[src/rtl/regfile_wb_arbiter.sv]
// regfile_wb_arbiter: round-robin arbiter merging two writeback requesters onto one register-file write port
module regfile_wb_arbiter #(
    parameter int DATA_W       = 32,
    parameter int ADDR_W       = 5,
    parameter bit ZERO_PROTECT = 1'b1,
    parameter int CNT_W        = 16
) (
    input  logic              clk,
    input  logic              rst,
    input  logic              a_valid,
    output logic              a_ready,
    input  logic [ADDR_W-1:0] a_addr,
    input  logic [DATA_W-1:0] a_data,
    input  logic              b_valid,
    output logic              b_ready,
    input  logic [ADDR_W-1:0] b_addr,
    input  logic [DATA_W-1:0] b_data,
    output logic              wr_en,
    output logic [ADDR_W-1:0] wr_addr,
    output logic [DATA_W-1:0] wr_data,
    output logic [CNT_W-1:0]  conflict_cnt
);
    logic              r_last_grant;
    logic              r_wr_en;
    logic [ADDR_W-1:0] r_wr_addr;
    logic [DATA_W-1:0] r_wr_data;
    logic [CNT_W-1:0]  r_conflict_cnt;
    logic              w_grant_a;
    logic              w_grant_b;
    logic [ADDR_W-1:0] w_sel_addr;
    logic [DATA_W-1:0] w_sel_data;
    always_comb begin
        w_grant_a  = !rst && a_valid && (!b_valid || r_last_grant);
        w_grant_b  = !rst && b_valid && (!a_valid || !r_last_grant);
        w_sel_addr = w_grant_b ? b_addr : a_addr;
        w_sel_data = w_grant_b ? b_data : a_data;
    end
    assign a_ready      = w_grant_a;
    assign b_ready      = w_grant_b;
    assign wr_en        = r_wr_en;
    assign wr_addr      = r_wr_addr;
    assign wr_data      = r_wr_data;
    assign conflict_cnt = r_conflict_cnt;
    always_ff @(posedge clk) begin
        if (rst) begin
            r_last_grant   <= 1'b1;
            r_wr_en        <= 1'b0;
            r_wr_addr      <= '0;
            r_wr_data      <= '0;
            r_conflict_cnt <= '0;
        end else begin
            // address-0 writes still handshake but never reach the register file
            r_wr_en <= (w_grant_a || w_grant_b) && !(ZERO_PROTECT && w_sel_addr == '0);
            if (w_grant_a || w_grant_b) begin
                r_last_grant <= w_grant_b;
                r_wr_addr    <= w_sel_addr;
                r_wr_data    <= w_sel_data;
            end
            if (a_valid && b_valid && r_conflict_cnt != '1)
                r_conflict_cnt <= r_conflict_cnt + 1'b1;
        end
    end
endmodule
[config.mk]
export PLATFORM = sky130hd
export DESIGN_NAME = regfile_wb_arbiter
export DESIGN_NICKNAME = d
export VERILOG_FILES = /design/src/rtl/regfile_wb_arbiter.sv
export SDC_FILE = /design/constraint.sdc
export NUM_CORES = 1
export LEC_CHECK = 0
export ABC_CLOCK_PERIOD_IN_PS = 3000
export CORE_UTILIZATION = 35
export DETAILED_ROUTE_END_ITERATION = 6
export PLACE_DENSITY = 0.68
export SLEW_MARGIN = 20
export SYNTH_ARGS = -nofsm -noshare
export SYNTH_HDL_FRONTEND = slang
export SYNTH_SLANG_ARGS = --single-unit
[constraint.sdc]
create_clock -name clk -period 3 [get_ports clk]
set_input_delay 0.6 -clock clk [delete_from_list [all_inputs] [get_ports clk]]
set_output_delay 0.6 -clock clk [all_outputs]
set_load 0.02 [all_outputs]
==> metrics.yaml <==
sta:
  fin_crit_ns: 2.68
  finClkSkew_ns: 0.00431
  fmax_mhz: 373
  setup_viol: 0
  setup_tns_ns: 0
  tightestPinTransition_ns: 0.747
  min_period_over_period: 0.893
  slew_viol_final: 0
  holdWs_ns: 0.515
  hold_violations: 0
  slew-limit-headroom: 0.498
  rsz0062_at_grt: "no"
  worst_slack_ns: 0.320
run_status:
  status: "finished clean"
power_and_ir_drop:
  ir_drop_mv: 0.207
  power_mw: 1.63
  p_sw_mw: 0.426
  pwr-share-seq: 0.490
  pwr-share-comb: 0.236
  sw_frac_of_total: 0.262
  p_leak_nw: 1.40
  p_clk_frac: 0.274
  intPower_mw: 1.20
  powerDensity_nw_per_um2: 402
global_routing:
  overflow: 0
  grt_max_degree: 76
  grt_pass1_wl_mm: 11.9
  grt_pass1_vias: 2461
  track_usage: 0.197
  antenna_found_initial: 1
clock_network:
  clk_latency_ns: 0.30
  cts_tree: "done"
  clk_pin_slew_ns: 0.09
  ctsHtreeMaxLevel: 2
  root_buffer: "clkbuf_8"
  cts.sinks: 55
  cts_hold_buf: 0
  ctsResizeCount: 0
  cts_made_buffers: 5
  postCtsSetupRepairBufs: 0
  clk_path_buf_depth: 2
die:
  pin_count: 134
  design.core.area_um2: 6980
  start_util: 0.371
  core.rowCount: 30
  fp.dieH_um: 88.0
  die_x_um: 88.0
  dieArea_um2: 7750
worst_hold_path:
  holdPathEnd: "conflict_cnt[15]"
  hp-start: "conflict_cnt[15]"
  min_path_cells: 2
  worst_hold_path_type: "reg -> reg"
drt:
  highest_layer: "met5"
  wl_met1_mm: 3.08
  num_vias: 2568
  wl_met2_mm: 3.47
  ant_nets: 0
  wl_met3_um: 790
  wirelength_mm: 7.38
  drt-wirelength-per-cell_um: 14.8
  firstDrtPassIters: 5
  drtIter0Drc: 50
  via_per_inst: 5.16
  drc: 0
synthesis:
  yosysTopAreaCell: "dfxtp_1"
  yosys_warnings: 0
  synth_seq_cells: 55
  ys_seq_area_frac: 0.425
  synth_flop_cell: "dfxtp_1"
  netlist.area_leader.share: 0.425
  yosys-top-cells-area: "dfxtp_1, mux2i_1, a211oi_1, nor2_1, or4_1"
  netlist_area_um2: 2590
  post-synth-top-count-cell: "dfxtp_1"
  syn_inst: 277
  synth_edf_count: 0
  avgSynthCellArea_um2: 9.35
  synth.distinct_cells: 38
  synth_nets: 356
  synthTopCellsByCount: "dfxtp_1, nor2_1, a211oi_1"
  ys_async_sr_fraction: 0
layout:
  regArea_um2: 1100
  multiInputGateArea_um2: 1370
  fin_util: 0.581
  fillers: 648
  antennaDiodeCount: 0
  nets: 480
  area_delta_synth_final_pct: 56.6
  drive_gt1_frac: 0.0473
worst_setup_path:
  worstPathArrival_ns: 2.08
  cp_common_cell: "clkdlybuf4s50_1"
  critPathRequiredTime_ns: 2.40
  r2r_start: "conflict_cnt[8]"
  cp_max_fo: 6
  cp.depth: 4
  crit_path_end_kind: "primary output"
  cp.buffers_inverters: 2
  crit_chain: "clkdlybuf4s50_1 > nor2b_1 > nor3b_4 > clkdlybuf4s50_1"
  start_kind: "input pin"
  slowest_delay_ns: 0.64
  critical-path-top-delay-family: "buffers and inverters"
  r2r-end: "conflict_cnt[14]"
  slowest_stage: "clkdlybuf4s50_1"
  timing_worst_setup_path_type: "in -> out"
  r2r_cells: 4
  rrSetupSlack_ns: 0.99
run:
  cap_violations: 0
placed_design:
  dp_hpwl_mm: 5.32
  port_buffers: 133
  place.gp.congestion: 0.756
  dp_slack_ns: 0.309
## worst max-delay path by stage
| stage | slack, ns | to | from |
|---|---|---|---|
| 3_3_place_gp | 0.31 | a_ready | b_valid |
| 3_5_place_dp | 0.31 | a_ready | b_valid |
| 5_1_grt | 0.26 | a_ready | b_valid |
| 4_1_cts | 0.31 | a_ready | b_valid |
| 6_report | 0.32 | a_ready | b_valid |
| 2_1_floorplan | 1.01 | b_ready | a_valid |
## logic make-up (layout without fill, tap and decap cells)
family	Yosys count	count (layout)	synth area share
and+or+nand+nor	89	89	0.190
AOI/OAI and AO/OA	69	69	0.180
DFF	55	55	0.425
muxes	38	38	0.147
buffers and inverters	24	149	0.0493
adders and majority gates	1	1	0.00483
xor gates and xnor gates	1	1	0.00338
## routing by layer
layer,track usage,up-vias
met3,0.0961,7
li1,-,1280
met4,0.0396,2
met2,0.315,92
met5,0,-
met1,0.242,1187
## tightest hold or removal path, delay by kind of cell, from the launching register on
family | cells | cell delay (ns)
AOI/OAI and AO/OA | 2 | 0.13
DFF | 1 | 0.34
## final cells by class
cell class                      count  area share
Tap cell                           96      0.0296
Timing Repair Buffer              136       0.333
Clock buffer                        8      0.0247
Multi-Input combinational cell    198       0.337
Inverter                            5     0.00463
Sequential cell                    55       0.271
## cell usage in the layout, fill, tap and decap left out
cell type / netlist / routed
a211oi_1: 38 / 38
a21oi_1: 13 / 13
and2_1: 1 / 1
and2_2: 1 / 1
and3_2: 1 / 1
and4_1: 2 / 2
and4_4: 1 / 1
buf_2: 3 / 1
buf_4: 1 / 3
clkbuf_1: 8 / 1
clkbuf_8: 1 / 7
clkdlybuf4s50_1: 0 / 132
dfxtp_1: 55 / 55
ha_1: 1 / 1
inv_1: 5 / 5
mux2_2: 1 / 1
mux2i_1: 37 / 37
nand2_1: 9 / 9
nand2b_1: 1 / 1
nand3_1: 4 / 4
nand3b_1: 2 / 2
nand4_1: 5 / 5
nand4_4: 1 / 1
nor2_1: 41 / 41
nor2b_1: 2 / 2
nor3_1: 1 / 1
nor3b_4: 0 / 1
nor4_1: 1 / 1
nor4_4: 1 / 1
o2111ai_1: 1 / 1
o21ai_0: 8 / 8
o31ai_1: 9 / 9
or3_1: 2 / 2
or3_2: 1 / 1
or4_1: 11 / 11
xor2_1: 1 / 1
## registers in the layout (all words and copies together) (netlist names)
register / flops
wr_data: 32
conflict_cnt: 16
wr_addr: 5
r_last_grant: 1
wr_en: 1
## power groups by stage
stage	Sequential, mW	Clock, mW	Combinational, mW
finish	0.799	0.446	0.384
global route	0.806	0.497	0.411
CTS	0.799	0.461	0.387
detailed placement	0.814	0	0.386
global placement	0.814	0	0.382
floorplan	0.867	0	0.118
## through the flow
stage / cell area (µm²) / cells
after floorplan: 2590 / 277
after global placement: 3960 / 490
after detailed placement: 3960 / 490
after CTS: 4060 / 498
after global routing: 4060 / 498
final: 4060 / 498
Power figures use the tool's default switching activity.
